==> src/rtl/led_pwm.sv <==
`default_nettype none
// ============================================================================
// Module   : led_pwm
// Brief    : 8-channel LED PWM with per-channel blink gating and a tiny
//            register bus. Optional LED_PWM_READBACK_EN enables CTRL/DUTY/BLINK reads.
// Revision : 1.0  initial release
// ============================================================================
module led_pwm #(
    parameter int PRESCALE = 4
) (
    input  logic        clk,
    input  logic        rst,
    input  logic        stb,
    input  logic        we,
    input  logic [1:0]  addr,
    input  logic [31:0] data_in,
    output logic [31:0] data_out,
    output logic        ack,
    output logic [7:0]  leds
);

    localparam logic [15:0] C_PRESC_MAX  = 16'(PRESCALE - 1);
    localparam logic [1:0]  C_ADDR_CTRL  = 2'd0;
    localparam logic [1:0]  C_ADDR_DUTY  = 2'd1;
    localparam logic [1:0]  C_ADDR_BLINK = 2'd2;
    localparam logic [1:0]  C_ADDR_STAT  = 2'd3;

    logic [15:0] ctrl_q,  ctrl_d;
    logic [7:0]  duty_q,  duty_d;
    logic [15:0] blink_q, blink_d;
    logic [15:0] presc_q, presc_d;
    logic [7:0]  pwm_q,   pwm_d;
    logic [15:0] bcnt_q,  bcnt_d;
    logic        phase_q, phase_d;
    logic [7:0]  leds_q,  leds_d;

    logic w_wr;
    logic w_rd;
    logic w_step;
    logic w_period;
    logic w_lit;
    logic w_unused;

    assign w_wr     = stb & we;
    assign w_rd     = stb & ~we;
    assign w_step   = (presc_q == C_PRESC_MAX);
    assign w_period = w_step & (pwm_q == 8'hFF);
    assign w_lit    = (pwm_q < duty_q);
    assign w_unused = ^data_in[31:16];

    assign ack  = stb;
    assign leds = leds_q;

    always_comb begin
        ctrl_d  = ctrl_q;
        duty_d  = duty_q;
        blink_d = blink_q;
        if (w_wr) begin
            case (addr)
                C_ADDR_CTRL:  ctrl_d  = data_in[15:0];
                C_ADDR_DUTY:  duty_d  = data_in[7:0];
                C_ADDR_BLINK: blink_d = data_in[15:0];
                default:      ;
            endcase
        end
    end

    always_comb begin
        presc_d = w_step ? 16'd0 : presc_q + 16'd1;
        pwm_d   = w_step ? pwm_q + 8'd1 : pwm_q;
    end

    // A BLINK write restarts the blink sequence even on a coincident period pulse.
    always_comb begin
        bcnt_d  = bcnt_q;
        phase_d = phase_q;
        if (w_wr && (addr == C_ADDR_BLINK)) begin
            bcnt_d  = 16'd0;
            phase_d = 1'b1;
        end else if (blink_q == 16'd0) begin
            bcnt_d  = 16'd0;
            phase_d = 1'b1;
        end else if (w_period) begin
            if (bcnt_q == (blink_q - 16'd1)) begin
                bcnt_d  = 16'd0;
                phase_d = ~phase_q;
            end else begin
                bcnt_d  = bcnt_q + 16'd1;
            end
        end
    end

    for (genvar gi = 0; gi < 8; gi++) begin : g_led
        assign leds_d[gi] = ctrl_q[gi] & w_lit & (~ctrl_q[8+gi] | phase_q);
    end

    always_comb begin
        data_out = 32'd0;
        if (w_rd) begin
            case (addr)
                C_ADDR_STAT:  data_out = {23'd0, phase_q, pwm_q};
`ifdef LED_PWM_READBACK_EN
                C_ADDR_CTRL:  data_out = {16'd0, ctrl_q};
                C_ADDR_DUTY:  data_out = {24'd0, duty_q};
                C_ADDR_BLINK: data_out = {16'd0, blink_q};
`endif
                default:      data_out = 32'd0;
            endcase
        end
    end

    always_ff @(posedge clk or negedge rst) begin
        if (!rst) begin
            ctrl_q  <= 16'd0;
            duty_q  <= 8'd0;
            blink_q <= 16'd0;
            presc_q <= 16'd0;
            pwm_q   <= 8'd0;
            bcnt_q  <= 16'd0;
            phase_q <= 1'b1;
            leds_q  <= 8'd0;
        end else begin
            ctrl_q  <= ctrl_d;
            duty_q  <= duty_d;
            blink_q <= blink_d;
            presc_q <= presc_d;
            pwm_q   <= pwm_d;
            bcnt_q  <= bcnt_d;
            phase_q <= phase_d;
            leds_q  <= leds_d;
        end
    end

endmodule
`default_nettype wire

==> config.mk <==
export PLATFORM = sky130hd
export DESIGN_NAME = led_pwm
export DESIGN_NICKNAME = d
export VERILOG_FILES = /design/src/rtl/led_pwm.sv
export SDC_FILE = /design/constraint.sdc
export NUM_CORES = 1
export LEC_CHECK = 0
export BUFFER_PORTS_ARGS = -buffer_cell sky130_fd_sc_hd__buf_2
export CORE_MARGIN = 4
export CORE_UTILIZATION = 45
export DETAILED_ROUTE_END_ITERATION = 10
export MAX_ROUTING_LAYER = met4
export PLACE_DENSITY = 0.63
export SLEW_MARGIN = 20
export SYNTH_ARGS = -nofsm -noshare
export SYNTH_HDL_FRONTEND = slang
export SYNTH_SLANG_ARGS = --single-unit
==> constraint.sdc <==
create_clock -name clk -period 4.6 [get_ports clk]
set_clock_uncertainty 0.15 [all_clocks]
set_input_delay 0.69 -clock clk [delete_from_list [all_inputs] [get_ports clk]]
set_output_delay 0.69 -clock clk [all_outputs]
set_load 0.03 [all_outputs]
==> results of run 1 <==
metrics by stage:
stage	util (%)	setup WS (ns)	hold WS (ns)
2_1_floorplan	-	1.547	0.2444
3_3_place_gp	48.42	1.440	0.3136
3_5_place_dp	48.42	1.423	0.3164
4_1_cts	50.49	1.401	0.2909
5_1_grt	50.49	1.238	0.3228
6_report	50.49	1.382	0.2743
critical path, stage by stage (launching register included):
cell,delay (ns)
dfrtp_1,0.50
or4_4,0.60
or2_1,0.29
o41ai_1,0.70
o21ai_1,0.34
nor3_1,0.31
xnor2_1,0.17
nor2_2,0.04
sequential cells by signal, indices dropped and copies added (netlist names):
name and count:
bcnt_q 16, blink_q 16, ctrl_q 16, presc_q 16, duty_q 8, leds 8, pwm_q 8, phase_q 1
layout by cell type (no fill, tap or decap), types with 8 or more instances in the layout:
cell type  synthesis  layout
and2_1            12      12
nor3_1             9       8
inv_1             13      13
nand3_1           17      17
buf_2              0      38
nand2_1           20      20
nand2b_1          11      11
xnor2_1           33      33
nor2_2            10      10
dfrtp_1           88      88
ha_1              11      11
clkbuf_8           0      10
mux2_2            41      41
conb_1             1      23
and3_1            18      18
xor2_1            21      21
nor2_1            20      20
metal layers:
metal,vias up,part of all wire [%],global-route usage [%]
met5,-,0,-
met2,54,46,24.45
met4,0,0.96,3.893
met3,7,3.4,3.384
met1,1578,49,22.15
li1,1555,-,-
power groups by stage:
stage	Sequential, uW	Clock, uW	Combinational (uW)
2_1_floorplan	976	0	280
3_3_place_gp	970	0	362
3_5_place_dp	976	0	370
4_1_cts	960	610	371
5_1_grt	973	645	404
6_report	960	594	368
cells by family after synthesis:
kind of cell	count (synthesis)	share of synthesized area [%]
buf+inv	50	6.444
flops	89	46.46
fa+ha+maj	11	2.870
compound gates	36	6.366
other cells	1	0.07819
simple gates	154	18.29
mux	41	9.627
xor+xnor	54	9.862
final cells by class:
type | count | share of cell area (%)
multi-input combinational | 319 | 44.80
sequential | 89 | 42.56
timing repair buffer | 43 | 4.349
tap | 136 | 3.250
clock buffer | 10 | 2.628
clock inverter | 4 | 1.481
inverter | 13 | 0.9319
final timing paths:
path | slack [ns] | endpoint | from
worst min-delay path | 0.27 | leds[6]$_DFF_PN0_ | rst
worst max-delay path | 1.38 | bcnt_q[11]$_DFFE_PN0P_ | blink_q[7]$_DFFE_PN0P_
min in group clk | 0.33 | presc_q[15]$_DFF_PN0_ | presc_q[15]$_DFF_PN0_
worst min register to register | 0.33 | presc_q[15]$_DFF_PN0_ | presc_q[15]$_DFF_PN0_
max in group asynchronous | 3.12 | phase_q$_DFFE_PN1P_ | rst
worst max register to register | 1.38 | bcnt_q[11]$_DFFE_PN0P_ | blink_q[7]$_DFFE_PN0P_
==> key figures, run 1 <==
Global route
  • Total GRT Usage: 16.08%
  • Antenna violations before repair: 0
  • Largest net degree at the start of global routing: 66
  • Vias in the first global route: 3109
  • GRT Residual Overflow: 0
  • First-pass GRT wire length: 15680 um

Synthesis
  • Ys async rst share: 100.0%
  • Leading post-synthesis cells by cell area: dfrtp_1, mux2_2, xnor2_1
  • Most used DFF post-synth: dfrtp_1
  • Synth Instances: 436
  • Yosys warns: 0
  • Top post-synthesis cells by count: dfrtp_1, mux2_2, xnor2_1, buf_4, xor2_1
  • Syn Area/Cell: 11.00 sq um
  • Syn Std Cell Area: 4796 sq um
  • Yosys reg bits: 89
  • Most common cell in the synthesized netlist: dfrtp_1
  • Yosys cell types: 59
  • EDFF count, synth: 0
  • Yosys top cell area share: 45.92%
  • Synth area leader: dfrtp_1
  • Sequential-to-total area share from yosys stat: 46.46%

Power
  • Pwr Total: 1922 uW
  • Sw Share: 29.30%
  • Flop pwr share: 49.9%
  • Clk pwr share: 30.9%
  • Lkg Pwr: 0.002420 uW
  • Pwr Density: 367.1 nW/um^2
  • VDD IR-drop max: 0.0001802 V
  • Combinational share of power: 19.2%
  • NetSw: 563.3 uW
  • Cell-internal power: 1359 uW

Placed design
  • DP Wirelength: 6961 um
  • Post-Place Cell Area: 5021 sq um
  • RePlAce Congestion: 0.8336
  • I/O Buffers: 39
  • Placed instance count: 600

Timing
  • Slew headroom: 44.28%
  • Fmax: 310.8 MHz
  • Final setup fails: 0
  • TNS Setup: 0 ns
  • Final Max Tran Viols: 0
  • Hold Violations, Final: 0
  • Final min period: 3.218 ns
  • Least-Margin Pin Slew: 0.8251 ns
  • Final period util: 69.95%
  • RSZ-0062 raised after global routing: false

Floorplan
  • Cell Rows: 37
  • Starting Density: 46.25%
  • Full die area: 12370 sq um
  • IO Count: 79
  • Die X: 111.2 um
  • Die Y: 111.2 um
  • Core area: 10370 sq um

Critical path
  • Worst EP required: 4.69 ns
  • FF-to-FF path depth: 7
  • Worst EP arrival: 3.31 ns
  • CP Class: flip-flop to flip-flop
  • Worst setup EP type: flip-flop
  • CP Max Fanout: 9
  • CP Launch Type: flip-flop

Clock tree
  • CTS tree: built
  • H-tree lvl count: 3
  • Hold Buf Count CTS: 0
  • CTS resizes: 0
  • Clock Latency Late Sink: 0.35 ns
  • CTS root buf: clkbuf_8
  • Total CTS buffers: 9
  • Post-CTS setup buffer count: 0
  • Clock Sinks: 89
  • Clock buffer depth: 2
  • Clk slew on worst S/H paths: 0.09 ns

Detailed routing
  • Total Wirelength: 9469 um
  • DRT iter0 DRCs: 159
  • Post-DR vias/cell: 5.202
  • Vias after detailed routing: 3194
  • DR DRC count: 0
  • DRT antenna net count: 0
  • DRT Pass-1 Iters: 4
  • Routed WL per cell: 15.42 um

Finish
  • Share of layout cells above drive strength 1: 25.31%
  • Area Growth Syn to Fin: 9.183%
  • Nets: 524
  • Storage cell area: 2228 sq um
  • Fill count: 969
  • Design area: 5236 sq um
  • Post-Layout Cell Count: 614
  • Diode count: 0
  • Footprint of the multi-input gates: 2346 sq um

Min path
  • Hold crit path type: primary input to async pin

Status
  • Outcome: finished clean

Run
  • Max-Cap Viols: 0
Power figures use the tool's default switching activity.
==> run 2: changes to the inputs <==
- clock period: 4.6 -> 3.1 ns (I/O delays scaled with it)
==> key figures, run 2 (same netlist as run 1, synthesis figures left out) <==
Status
  • Outcome: finished clean (unchanged)

Placed design
  • DP Wirelength: 7134 um (was 6961 um)
  • RePlAce Congestion: 0.8550 (was 0.8336)
  • I/O Buffers: 39 (unchanged)
  • Pre-CTS worst setup slack: 0.1337 ns (was 1.423 ns)
  • Placed instance count: 609 (was 600)

Floorplan
  • Die Y: 111.2 um (unchanged)
  • IO Count: 79 (unchanged)
  • Cell Rows: 37 (unchanged)
  • Core area: 10370 sq um (unchanged)
  • Full die area: 12370 sq um (unchanged)
  • Die X: 111.2 um (unchanged)
  • Starting Density: 46.25% (unchanged)

Clock tree
  • Clock Sinks: 89 (unchanged)
  • H-tree lvl count: 3 (unchanged)
  • CTS root buf: clkbuf_8 (unchanged)
  • CTS tree: built (unchanged)
  • Total CTS buffers: 9 (unchanged)
  • Clock Latency Late Sink: 0.36 ns (was 0.35 ns)
  • Clk slew on worst S/H paths: 0.09 ns (about the same)
  • Clock buffer depth: 2 (unchanged)

Global route
  • GRT Residual Overflow: 0 (unchanged)
  • Total GRT Usage: 17.05% (was 16.08%)
  • First-pass GRT wire length: 16550 um (was 15680 um)
  • Vias in the first global route: 3303 (was 3109)
  • Largest net degree at the start of global routing: 63 (was 66)
  • Antenna violations before repair: 0 (unchanged)

Finish
  • Diode count: 0 (unchanged)
  • Post-Layout Cell Count: 626 (was 614)
  • Most common cell after layout, fill and taps aside: dfrtp_1 (unchanged)
  • Share of layout cells above drive strength 1: 27.55% (was 25.31%)
  • Nets: 535 (was 524)
  • Area Growth Syn to Fin: 12.50% (was 9.183%)
  • Most frequent cells in the layout: dfrtp_1, mux2_2, buf_2 (unchanged)
  • Fill count: 950 (was 969)

Critical path
  • CP Class: flip-flop to flip-flop (unchanged)
  • Slowest CP cell: or4_4 (was o41ai_1)
  • Worst EP arrival: 3.06 ns (was 3.31 ns)
  • Worst EP required: 3.20 ns (was 4.69 ns)
  • Worst setup EP type: flip-flop (unchanged)
  • Most common cell on crit path: or4_4
  • CP Max Fanout: 7 (was 9)
  • CP Cell Sequence: or4_4 > or2_1 > or4_4 > a2111oi_4 > o2111ai_2 > nand2_4 > nor2_2 (was or4_4 > or2_1 > o41ai_1 > o21ai_1 > nor3_1 > xnor2_1 > nor2_2)
  • CP Launch Type: flip-flop (unchanged)
  • Max stage delay on crit path: 0.53 ns (was 0.70 ns)

Detailed routing
  • Post-DR vias/cell: 5.173 (was 5.202)
  • Total Wirelength: 9822 um (was 9469 um)
  • DRT iter0 DRCs: 209 (was 159)
  • DRT antenna net count: 0 (unchanged)
  • DRT Pass-1 Iters: 4 (unchanged)
  • Routed WL per cell: 15.69 um (was 15.42 um)
  • DR DRC count: 0 (unchanged)
  • Vias after detailed routing: 3238 (was 3194)

Run
  • Max-Cap Viols: 0 (unchanged)

Min path
  • Hold crit path type: primary input to flip-flop (was primary input to async pin)

Timing
  • Hold Violations, Final: 0 (unchanged)
  • Slack of the critical path: 0.1407 ns (was 1.382 ns)
  • RSZ-0062 raised after global routing: false (unchanged)
  • TNS Setup: 0 ns (unchanged)
  • Final Max Tran Viols: 0 (unchanged)
  • Final min period: 2.959 ns (was 3.218 ns)
  • Fmax: 337.9 MHz (was 310.8 MHz)
  • Slew headroom: 65.65% (was 44.28%)
  • Least-Margin Pin Slew: 0.5105 ns (was 0.8251 ns)
  • Final setup fails: 0 (unchanged)
  • Final period util: 95.46% (was 69.95%)

Power
  • Pwr Total: 2975 uW (was 1922 uW)
  • Pwr Density: 551.4 nW/um^2 (was 367.1 nW/um^2)
  • Lkg Pwr: 0.002492 uW (was 0.002420 uW)
  • VDD IR-drop max: 0.0002819 V (was 0.0001802 V)
## run 2: what timing repair did
item                                   in CTS  in global routing
resized for setup                           0                  7
setup endpoints to repair                   0                 14
hold buffers                                1                  0
endpoints found under the hold margin      27                  0
buffers inserted                            0                  0
## run 2: cell type report
class / instances / area, sq um / share of cell area [%]
multi-input cells: 320 / 2390 / 44.29
flip-flops and latches: 89 / 2230 / 41.33
repair buffers: 53 / 317.8 / 5.891
well taps: 136 / 170.2 / 3.154
clock buffers: 9 / 123.9 / 2.296
clock inverters: 6 / 115.1 / 2.134
inverters: 13 / 48.80 / 0.9045
## run 2: worst max-delay path: cells and delay by family (launching register included)
family | cells | cell delay, ns
AO/OA/AOI/OAI | 2 | 0.69
flip-flops | 1 | 0.44
AND/OR/NAND/NOR | 5 | 1.58
## run 2: per-stage QoR
| stage | hold WS (ns) | util, % | instance area [sq um] |
|---|---|---|---|
| 6_report | 0.2008 | 52.03 | 5395 |
| 5_1_grt | 0.1998 | 52.03 | 5395 |
| 3_3_place_gp | 0.2648 | 49.19 | 5101 |
| 2_1_floorplan | 0.01941 | - | 4878 |
| 4_1_cts | 0.1799 | 51.59 | 5350 |
| 3_5_place_dp | 0.2685 | 49.19 | 5101 |
## run 2: path summary, 6_finish.rpt
check                                            start                       to  slack (ns)  cells after the start
worst max register to register  blink_q[9]$_DFFE_PN0P_   bcnt_q[13]$_DFFE_PN0P_        0.14                      7
min in group asynchronous                          rst        leds[6]$_DFF_PN0_        0.42                      2
worst min-delay path                       data_in[15]  blink_q[15]$_DFFE_PN0P_        0.20                      2
worst max-delay path            blink_q[9]$_DFFE_PN0P_   bcnt_q[13]$_DFFE_PN0P_        0.14                      7
max in group asynchronous                          rst      phase_q$_DFFE_PN1P_        1.68                      3
worst min register to register    presc_q[0]$_DFF_PN0_     presc_q[0]$_DFF_PN0_        0.33                      1
## run 2: where the power goes
part           internal (uW)  leakage (uW)  switching [uW]
sequential              1300       0.00113            96.8
clock                    535      0.000116             425
combinational            273       0.00124             342
total                   2110       0.00249             865
## run 2: layer usage
| metal | vias to the layer above | wire length, um | track usage (%) | share of wire (%) |
|---|---|---|---|---|
| li1 | 1567 | - | - | - |
| met1 | 1581 | 4916 | 23.74 | 50 |
| met2 | 77 | 4406 | 25.65 | 45 |
| met3 | 13 | 340 | 3.002 | 3.5 |
| met4 | 0 | 159 | 5.028 | 1.6 |
| met5 | - | 0 | - | 0 |
